$ cat src/rtl/lpm_div_pkg.sv
// Shared types, default widths and saturation helpers for the sequential
// restoring divider lpm_div_seq_32_16.
package lpm_div_pkg;

    localparam int DEF_WIDTHA = 32;
    localparam int DEF_WIDTHB = 16;

    localparam REP_SIGNED   = "SIGNED";
    localparam REP_UNSIGNED = "UNSIGNED";

    localparam logic [1:0] ST_IDLE = 2'd0;
    localparam logic [1:0] ST_CALC = 2'd1;
    localparam logic [1:0] ST_FIX  = 2'd2;

    typedef enum logic [1:0] {
        IDLE = ST_IDLE,
        CALC = ST_CALC,
        FIX  = ST_FIX
    } div_state_e;

    // Saturation patterns for a w-bit result, returned zero-extended to 64 bits.
    function automatic logic [63:0] sat_max_pos(input int w);
        return (64'd1 << (w - 1)) - 64'd1;
    endfunction

    function automatic logic [63:0] sat_min_neg(input int w);
        return 64'd1 << (w - 1);
    endfunction

    function automatic logic [63:0] sat_all_ones(input int w);
        return (w >= 64) ? {64{1'b1}} : ((64'd1 << w) - 64'd1);
    endfunction

endpackage

$ cat src/rtl/lpm_div_seq_32_16_div_restore_step.sv
// One restoring-division step: trial-subtract the divisor from the shifted
// partial remainder and keep the difference when it does not go negative.
module div_restore_step
    import lpm_div_pkg::*;
#(
    parameter int WIDTHB = DEF_WIDTHB
) (
    input  logic [WIDTHB:0]   part_rem,
    input  logic [WIDTHB-1:0] divisor,
    output logic [WIDTHB-1:0] next_rem,
    output logic              q_bit
);

    assign q_bit    = (part_rem >= {1'b0, divisor});
    assign next_rem = q_bit ? WIDTHB'(part_rem - {1'b0, divisor}) : part_rem[WIDTHB-1:0];

endmodule

$ cat src/rtl/lpm_div_seq_32_16.sv
// Sequential restoring divider, one quotient bit per clock, fixed latency.
// Optional Abort input enabled by defining LPM_DIV_ABORT_EN.
//
// state | meaning
// IDLE  | waiting for Start; operands captured as magnitudes on accept
// CALC  | WIDTHA restoring iterations on the magnitudes
// FIX   | apply signs, saturate, register results, pulse Done
module lpm_div_seq_32_16
    import lpm_div_pkg::*;
#(
    parameter int WIDTHA         = DEF_WIDTHA,
    parameter int WIDTHB         = DEF_WIDTHB,
    parameter     REPRESENTATION = REP_SIGNED
) (
    input  logic              Clock,
    input  logic              Aclr_n,
`ifdef LPM_DIV_ABORT_EN
    input  logic              Abort,
`endif
    input  logic              Start,
    input  logic [WIDTHA-1:0] Dividend,
    input  logic [WIDTHB-1:0] Divisor,
    output logic              Busy,
    output logic              Done,
    output logic [WIDTHB-1:0] Quotient,
    output logic [WIDTHB-1:0] Remainder,
    output logic              Overflow,
    output logic              DivZero
);

    localparam bit IS_SIGNED = (REPRESENTATION != REP_UNSIGNED);
    localparam int CNT_W     = $clog2(WIDTHA);

    // Overflow limits on the WIDTHA-bit magnitude quotient.
    localparam logic [WIDTHA-1:0] LIM_POS = WIDTHA'(sat_max_pos(WIDTHB));
    localparam logic [WIDTHA-1:0] LIM_NEG = WIDTHA'(sat_min_neg(WIDTHB));
    localparam logic [WIDTHA-1:0] LIM_U   = WIDTHA'(sat_all_ones(WIDTHB));
    localparam logic [WIDTHB-1:0] Q_MAX   = WIDTHB'(sat_max_pos(WIDTHB));
    localparam logic [WIDTHB-1:0] Q_MIN   = WIDTHB'(sat_min_neg(WIDTHB));
    localparam logic [WIDTHB-1:0] Q_ONES  = WIDTHB'(sat_all_ones(WIDTHB));

    div_state_e        state;
    logic [CNT_W-1:0]  cnt;
    logic [WIDTHA-1:0] quo;
    logic [WIDTHB-1:0] rem;
    logic [WIDTHB-1:0] div_mag;
    logic              neg_q;
    logic              neg_r;

    logic              a_neg;
    logic              b_neg;
    logic [WIDTHA-1:0] a_mag;
    logic [WIDTHB-1:0] b_mag;
    logic [WIDTHB-1:0] step_rem;
    logic              step_q;
    logic              abort_req;

    logic              dz_fix;
    logic              ovf_fix;
    logic [WIDTHB-1:0] q_lo;
    logic [WIDTHB-1:0] q_fix;
    logic [WIDTHB-1:0] r_fix;

`ifdef LPM_DIV_ABORT_EN
    assign abort_req = Abort;
`else
    assign abort_req = 1'b0;
`endif

    // Magnitudes are kept full width so the most-negative operand does not wrap.
    assign a_neg = IS_SIGNED && Dividend[WIDTHA-1];
    assign b_neg = IS_SIGNED && Divisor[WIDTHB-1];
    assign a_mag = a_neg ? -Dividend : Dividend;
    assign b_mag = b_neg ? -Divisor : Divisor;

    assign Busy = (state != IDLE);

    div_restore_step #(
        .WIDTHB (WIDTHB)
    ) u_step (
        .part_rem (    {rem, quo[WIDTHA-1]}),
        .divisor  (div_mag),
        .next_rem (step_rem),
        .q_bit    (step_q)
    );

    always_comb begin
        dz_fix = (div_mag == '0);
        q_lo   = quo[WIDTHB-1:0];
        if (IS_SIGNED) begin
            ovf_fix = neg_q ? (quo > LIM_NEG) : (quo > LIM_POS);
        end else begin
            ovf_fix = (quo > LIM_U);
        end
        ovf_fix = ovf_fix && !dz_fix;

        if (dz_fix) begin
            q_fix = '0;
        end else if (ovf_fix) begin
            q_fix = IS_SIGNED ? (neg_q ? Q_MIN : Q_MAX) : Q_ONES;
        end else begin
            q_fix = neg_q ? -q_lo : q_lo;
        end

        if (dz_fix) begin
            r_fix = '0;
        end else begin
            r_fix = neg_r ? -rem : rem;
        end
    end

    always_ff @(posedge Clock or negedge Aclr_n) begin
        if (!Aclr_n) begin
            state     <= IDLE;
            cnt       <= '0;
            quo       <= '0;
            rem       <= '0;
            div_mag   <= '0;
            neg_q     <= 1'b0;
            neg_r     <= 1'b0;
            Done      <= 1'b0;
            Quotient  <= '0;
            Remainder <= '0;
            Overflow  <= 1'b0;
            DivZero   <= 1'b0;
        end else begin
            Done <= 1'b0;
            if (abort_req && state != IDLE) begin
                state <= IDLE;
                cnt   <= '0;
            end else begin
                case (state)
                    IDLE: begin
                        if (Start) begin
                            quo     <= a_mag;
                            rem     <= '0;
                            div_mag <= b_mag;
                            neg_r   <= a_neg;
                            neg_q   <= a_neg ^ b_neg;
                            cnt     <= CNT_W'(WIDTHA - 1);
                            state   <= CALC;
                        end
                    end
                    CALC: begin
                        quo <= {quo[WIDTHA-2:0], step_q};
                        rem <= step_rem;
                        if (cnt == '0) begin
                            state <= FIX;
                        end else begin
                            cnt <= cnt - CNT_W'(1);
                        end
                    end
                    FIX: begin
                        Quotient  <= q_fix;
                        Remainder <= r_fix;
                        Overflow  <= ovf_fix;
                        DivZero   <= dz_fix;
                        Done      <= 1'b1;
                        state     <= IDLE;
                    end
                    default: state <= IDLE;
                endcase
            end
        end
    end

endmodule
$ cat config.mk
export PLATFORM = sky130hd
export DESIGN_NAME = lpm_div_seq_32_16
export DESIGN_NICKNAME = d
export VERILOG_FILES = /design/src/rtl/lpm_div_pkg.sv /design/src/rtl/lpm_div_seq_32_16_div_restore_step.sv /design/src/rtl/lpm_div_seq_32_16.sv
export SDC_FILE = /design/constraint.sdc
export NUM_CORES = 1
export LEC_CHECK = 0
export ABC_AREA = 1
export ABC_CLOCK_PERIOD_IN_PS = 3500
export CAP_MARGIN = 20
export CORE_ASPECT_RATIO = 1.2
export CORE_MARGIN = 10
export CORE_UTILIZATION = 30
export DETAILED_ROUTE_END_ITERATION = 8
export PLACE_DENSITY_LB_ADDON = 0.1
export SKIP_LAST_GASP = 1
export SYNTH_ARGS = -nofsm -noshare
export SYNTH_HDL_FRONTEND = slang
export SYNTH_SLANG_ARGS = --single-unit
$ cat constraint.sdc
create_clock -name Clock -period 3.5 [get_ports Clock]
set_input_delay 0.35 -clock Clock [delete_from_list [all_inputs] [get_ports Clock]]
set_output_delay 0.35 -clock Clock [all_outputs]
set_load 0.05 [all_outputs]
==> results of run 1 <==
## kinds of logic (layout without fill, tap and decap cells)
family                     Yosys count  after routing  share of synthesized area [%]
and+or+nand+nor                    670            670                           37.9
AOI/OAI and AO/OA                  137            137                           10.3
adders and majority gates           23             23                           3.73
xor gates and xnor gates            38             38                           4.20
DFF                                108            108                           34.1
buffers and inverters              186            262                           9.72
## sequential cells by signal (all words and copies together), names as in the netlist
signal / flops
quo: 32
state: 2
neg_r: 1
cnt: 5
Remainder: 16
Overflow: 1
DivZero: 1
rem: 16
Done: 1
Quotient: 16
div_mag: 16
neg_q: 1
## layout make-up
class	count	area share (%)
repair buffers	96	10.1
clock inverters	4	0.586
clock buffers	12	2.73
inverters	150	5.99
flip-flops and latches	108	28.8
well taps	335	4.46
multi-input cells	868	47.4
## worst max-delay path by stage
stage,end,cells past startpoint
3_5_place_dp,quo[30],12
3_3_place_gp,quo[30],12
2_1_floorplan,rem[14],14
6_report,rem[14],14
4_1_cts,rem[14],14
5_1_grt,rem[14],14
## routing by layer
| layer | global-route usage (%) | up-vias | wire [um] |
|---|---|---|---|
| met4 | 4.33 | 0 | 448 |
| met2 | 25.4 | 141 | 12000 |
| li1 | - | 3894 | - |
| met5 | 0 | - | 0 |
| met3 | 2.54 | 29 | 818 |
| met1 | 19.6 | 3486 | 11900 |
## layout by cell type, fill, tap and decap left out, drive strengths merged, types with 4 or more instances in the layout
| cell | Yosys | final |
|---|---|---|
| xor2 | 26 | 26 |
| buf | 20 | 11 |
| xnor2 | 12 | 12 |
| clkbuf | 16 | 12 |
| nor2 | 100 | 100 |
| dfrtp | 108 | 108 |
| nor3 | 15 | 15 |
| nand3 | 123 | 123 |
| clkinv | 3 | 4 |
| nand2 | 386 | 386 |
| a21oi | 28 | 28 |
| or2 | 5 | 5 |
| nand4 | 31 | 31 |
| a22oi | 28 | 28 |
| o211ai | 5 | 5 |
| nand3b | 8 | 8 |
| ha | 22 | 22 |
| clkdlybuf4s50 | 0 | 85 |
| inv | 147 | 149 |
| o21ai | 65 | 65 |
## power by group through the flow
stage	Sequential, uW	Combinational (uW)	Clock, uW
after floorplan	2160	3610	0
after global placement	2230	4830	0
final	2220	4790	1110
after global routing	2300	5520	1200
after detailed placement	2250	4790	0
after CTS	2220	4810	1150
## through the flow
step / power [uW] / cell area [sq um] / setup slack (ns) / std cells
detailed placement: 7040 / 9060 / 0.980 / 1556
finish: 8130 / 9390 / 1.09 / 1573
global route: 9020 / 9390 / 0.896 / 1573
CTS: 8190 / 9370 / 1.08 / 1572
global placement: 7060 / 9060 / 0.993 / 1556
floorplan: 5770 / 7920 / 1.64 / 1162
## cells in the mapped netlist, types with 15 or more instances
cell	number	share of area, %
a22oi_1	28	2.7
xor2_1	26	2.9
inv_1	136	6.4
nand2_2	16	1.3
ha_1	22	3.5
clkbuf_1	15	0.71
nand3_1	109	6.9
nor2_1	94	4.5
nand4_1	30	2.4
a21oi_1	27	1.7
o21ai_0	61	3.9
dfrtp_1	108	34
nor3_1	15	0.95
nand2_1	368	17
## worst max-delay path, stage by stage, from the launching register on
cell	delay [ns]
dfrtp_1	0.38
inv_1	0.19
ha_1	0.19
inv_1	0.11
fa_1	0.46
nand3_1	0.10
nand3_1	0.19
nand2_1	0.11
nand2_1	0.12
nand3_1	0.13
nand2_1	0.06
nand2_1	0.06
nand3_1	0.07
nand2_1	0.08
nand2_1	0.04
==> results.toml, run 1 <==
[final_layout]
drive_gt1_share_pct = 6.87
ff_latch_area_sq_mm = 0.00270
fin_util_pct = 35.9
fin_nets = 1307
n_antenna_cell = 0
syn2layout_area_growth_pct = 18.7
n_fill_cell = 2886
multi_input_area_sq_mm = 0.00445

[worst_setup_path]
rr_worst_depth = 14
cp_max_fo = 4
start_kind = "register"
timing.rr.end = "rem[14]"
cp-end-kind = "register"
startpoint = "quo[31]"
arrival_ns = 2.66
timing.rr.start = "quo[31]"
crit_type = "register to register"
rrSetupSlack_ns = 1.09
critPathRequiredTime_ns = 3.75

[cts]
numCtsBuffers = 9
cts.clk_slew.worst_paths_ns = 0.08
clk_path_buf_depth = 2
cts-root-buf = "clkbuf_16"
post-cts-setup-buffers = 0
cts_resized = 0
clk_latency_ns = 0.36
cts.sinks = 108
tritoncts = "yes"
cts-hold-fix-buffers = 0
cts_max_level = 3

[route]
routed_wirelength_um = 25200
drt_first_pass_iters = 6
wl_per_cell_um = 16.0
viasPerCell = 4.80
ant_nets = 0
vias = 7550
drtIter0Drc = 387
drcViolationCount = 0

[global_routing]
antenna_found_initial = 0
grt_pass1_wl_um = 41500
overflow = 0
grt_pass1_vias = 7664
grt_use_total_pct = 15.2
grt_max_degree = 50

[sta]
max_freq_ghz = 0.415
min_period_ns = 2.41
setup_viol = 0
worstMarginPinSlew_ns = 0.629
drv_slew = 0
timing.hold.ws_ns = -0.00518
rsz0062_at_grt = "no"
setup-tns-final_ns = 0
final-hold-violation-count = 4
timing.final.crit_share_pct = 68.8
clock_skew_ns = 0.0159
max_slew_margin_pct = 58.1

[job]
maxCapViolCount = 0

[floorplan]
die_area_sq_mm = 0.0333
num_rows = 65
die_x_um = 168
io_pins = 87
core_sq_mm = 0.0262
start_util_pct = 30.2
die-height_um = 198

[placed_design]
hpwl_um = 19900
io_buffers = 86
gp_congestion = 0.910

[logic_synthesis]
synth-seq-cells = 108
synthCells = 1162
synth.avg_cell_area_sq_um = 6.81
ys.flop_type = "dfrtp_1"
synth_fp_nets = 1236
yosysUniqueCellTypes = 45
syn_area_sq_mm = 0.00792
yosys_warnings = 0
seq_area_frac_synth_pct = 34.1
synthArstFlopShare_pct = 100
synth_edf_count = 0

[power_and_ir_drop]
power_leakage_uw = 0.00455
powerDensity_mw_per_mm2 = 866
p_sw_uw = 4070
p_comb_share_pct = 59.0
vdd_drop_max_mv = 0.365
switching_share_pct = 50.1
p_int_uw = 4060
seq_power_share_pct = 27.4
power_frac_clock_pct = 13.7

[worst_hold_path]
min_path_type = "primary input to async pin"

[status]
violations = "hold timing"
status = "finished with violations"
Power figures use the tool's default switching activity.
==> run 2: changes to the inputs <==
Settings changed: ABC_CLOCK_PERIOD_IN_PS 3500 to 2500.
Clock period 3.5 ns to 2.5 ns, I/O delays scaled along.
==> run 2 against run 1 <==
Against the previous run: the run now ends clean; highest routed layer unchanged; global-route usage grew 0.077 points; power is 40% higher; via count up 0.32%; die area unchanged; largest power group unchanged; register-to-register slack got worse by 0.71 ns.
==> results.toml, run 2 (synthesis results as in run 1) <==
[status]
status = "complete, no violations"

[power_and_ir_drop]
p_sw_uw = 5590
p_int_uw = 5830
powerDensity_mw_per_mm2 = 1190
vdd_drop_max_mv = 0.786
power_leakage_uw = 0.00465
p_comb_share_pct = 59.9
switching_share_pct = 49.0
power_frac_clock_pct = 13.3
seq_power_share_pct = 26.8

[cts]
tritoncts = "yes"
clk_latency_ns = 0.35
cts_max_level = 3
cts.clk_slew.worst_paths_ns = 0.07
clk_path_buf_depth = 2
cts_resized = 0
cts.sinks = 108
cts-root-buf = "clkbuf_16"
numCtsBuffers = 9

[worst_setup_path]
worstPathCellList = "ha_1 -> nand2_1 -> inv_2 -> nand2_1 -> nand2_1 -> inv_2 -> nand2_1 -> nand2_1 -> nand4_4 -> nand2_1 -> nand2_1 -> nand2_1 -> nand2_1"
crit_slowest_cell = "dfrtp_1"
startpoint = "rem[7]"
timing.rr.start = "rem[7]"
timing.rr.end = "rem[14]"
slowest_delay_ns = 0.46
cp_max_fo = 8
cp-end-kind = "register"
crit_type = "register to register"
rr_worst_depth = 13
crit_end = "rem[14]"
rrSetupSlack_ns = 0.38
start_kind = "register"
cpMostUsedCell = "nand2_1"
arrival_ns = 2.37
critPathRequiredTime_ns = 2.75

[route]
vias = 7574
drt_first_pass_iters = 5
drcViolationCount = 0
ant_nets = 0
drtIter0Drc = 551
wl_per_cell_um = 15.9
viasPerCell = 4.76
routed_wirelength_um = 25300

[final_layout]
largest_reg_flops = 32
syn2layout_area_growth_pct = 20.9
fin_util_pct = 36.5
top_register = "quo"
final_cells = 1591
fin_nets = 1325
drive_gt1_share_pct = 8.12
layout_common_cells = "368 x nand2_1, 136 x inv_1, 109 x nand3_1, 108 x dfrtp_1, 93 x nor2_1"
n_antenna_cell = 0
layout_commonest_cell = "nand2_1"

[sta]
timing.hold.ws_ns = 0.443
setup_viol = 0
rsz0062_at_grt = "no"
clock_skew_ns = 0.00619
timing.final.crit_share_pct = 84.8
setup-tns-final_ns = 0
worstMarginPinSlew_ns = 0.598
drv_slew = 0
min_period_ns = 2.12
max_freq_ghz = 0.472
final-hold-violation-count = 0
max_slew_margin_pct = 60.2

[floorplan]
core_sq_mm = 0.0262
die_area_sq_mm = 0.0333
die-height_um = 198
start_util_pct = 30.2
die_x_um = 168
num_rows = 65
io_pins = 87

[placed_design]
hpwl_um = 20100
gp_congestion = 0.899
io_buffers = 86
placed_cells = 1574

[global_routing]
grt_pass1_vias = 7505
overflow = 0
grt_pass1_wl_um = 41400
antenna_found_initial = 1
grt_max_degree = 50
grt_use_total_pct = 15.3

[job]
maxCapViolCount = 0

[worst_hold_path]
min_path_type = "primary input to async pin"
-- run 2: routing by layer --
| metal | wire, um | GRT usage [%] | vias up | share of wire, % |
|---|---|---|---|---|
| li1 | - | - | 3925 | - |
| met1 | 11900 | 20.3 | 3505 | 47 |
| met2 | 12100 | 25.2 | 132 | 48 |
| met3 | 995 | 2.76 | 12 | 3.9 |
| met4 | 279 | 3.45 | 0 | 1.1 |
| met5 | 0 | 0 | - | 0 |
-- run 2: layout make-up --
cell class	count	area, sq um
Sequential cell	108	2700
Clock inverter	3	43.8
Timing Repair Buffer	114	1120
Tap cell	335	419
Clock buffer	13	270
Inverter	150	563
Fill cell	2867	16600
Multi-Input combinational cell	868	4450
-- run 2: repair_timing --
action                                  4_1_cts  5_1_grt
buffers inserted                              0        0
hold buffers                                  1        0
endpoints found under the setup margin        0        0
hold endpoints to repair                     39        0
-- run 2: worst min-delay path by stage --
| stage | start | to | slack [ns] | cells after the start |
|---|---|---|---|---|
| 6_report | Aclr_n | Remainder[3] | 0.44 | 2 |
| 2_1_floorplan | Aclr_n | DivZero | -0.05 | 0 |
| 3_5_place_dp | Aclr_n | Remainder[3] | 0.30 | 1 |
| 4_1_cts | Aclr_n | Remainder[3] | 0.46 | 2 |
| 3_3_place_gp | Aclr_n | Remainder[3] | 0.30 | 1 |
| 5_1_grt | Aclr_n | Remainder[3] | 0.50 | 2 |
-- run 2: power groups by stage --
stage	clock network, uW	registers, uW	logic [uW]
2_1_floorplan	0	3030	5060
3_3_place_gp	0	3090	6820
3_5_place_dp	0	3090	6900
4_1_cts	1580	3060	6930
5_1_grt	1660	3160	7850
6_report	1520	3060	6840
-- run 2: worst max-delay path, delay by kind of cell (launching register included) --
kind / cells / cell delay [ns]
fa+ha+maj: 1 / 0.38
buf+inv: 2 / 0.11
flops: 1 / 0.46
simple gates: 10 / 1.05
-- run 2: metrics by stage --
step	worst slack [ns]	power (uW)	cell area (sq um)
floorplan	0.642	8080	7920
global placement	0.275	9910	9230
detailed placement	0.269	9990	9250
CTS	0.364	11600	9570
global route	0.159	12700	9570
finish	0.380	11400	9570
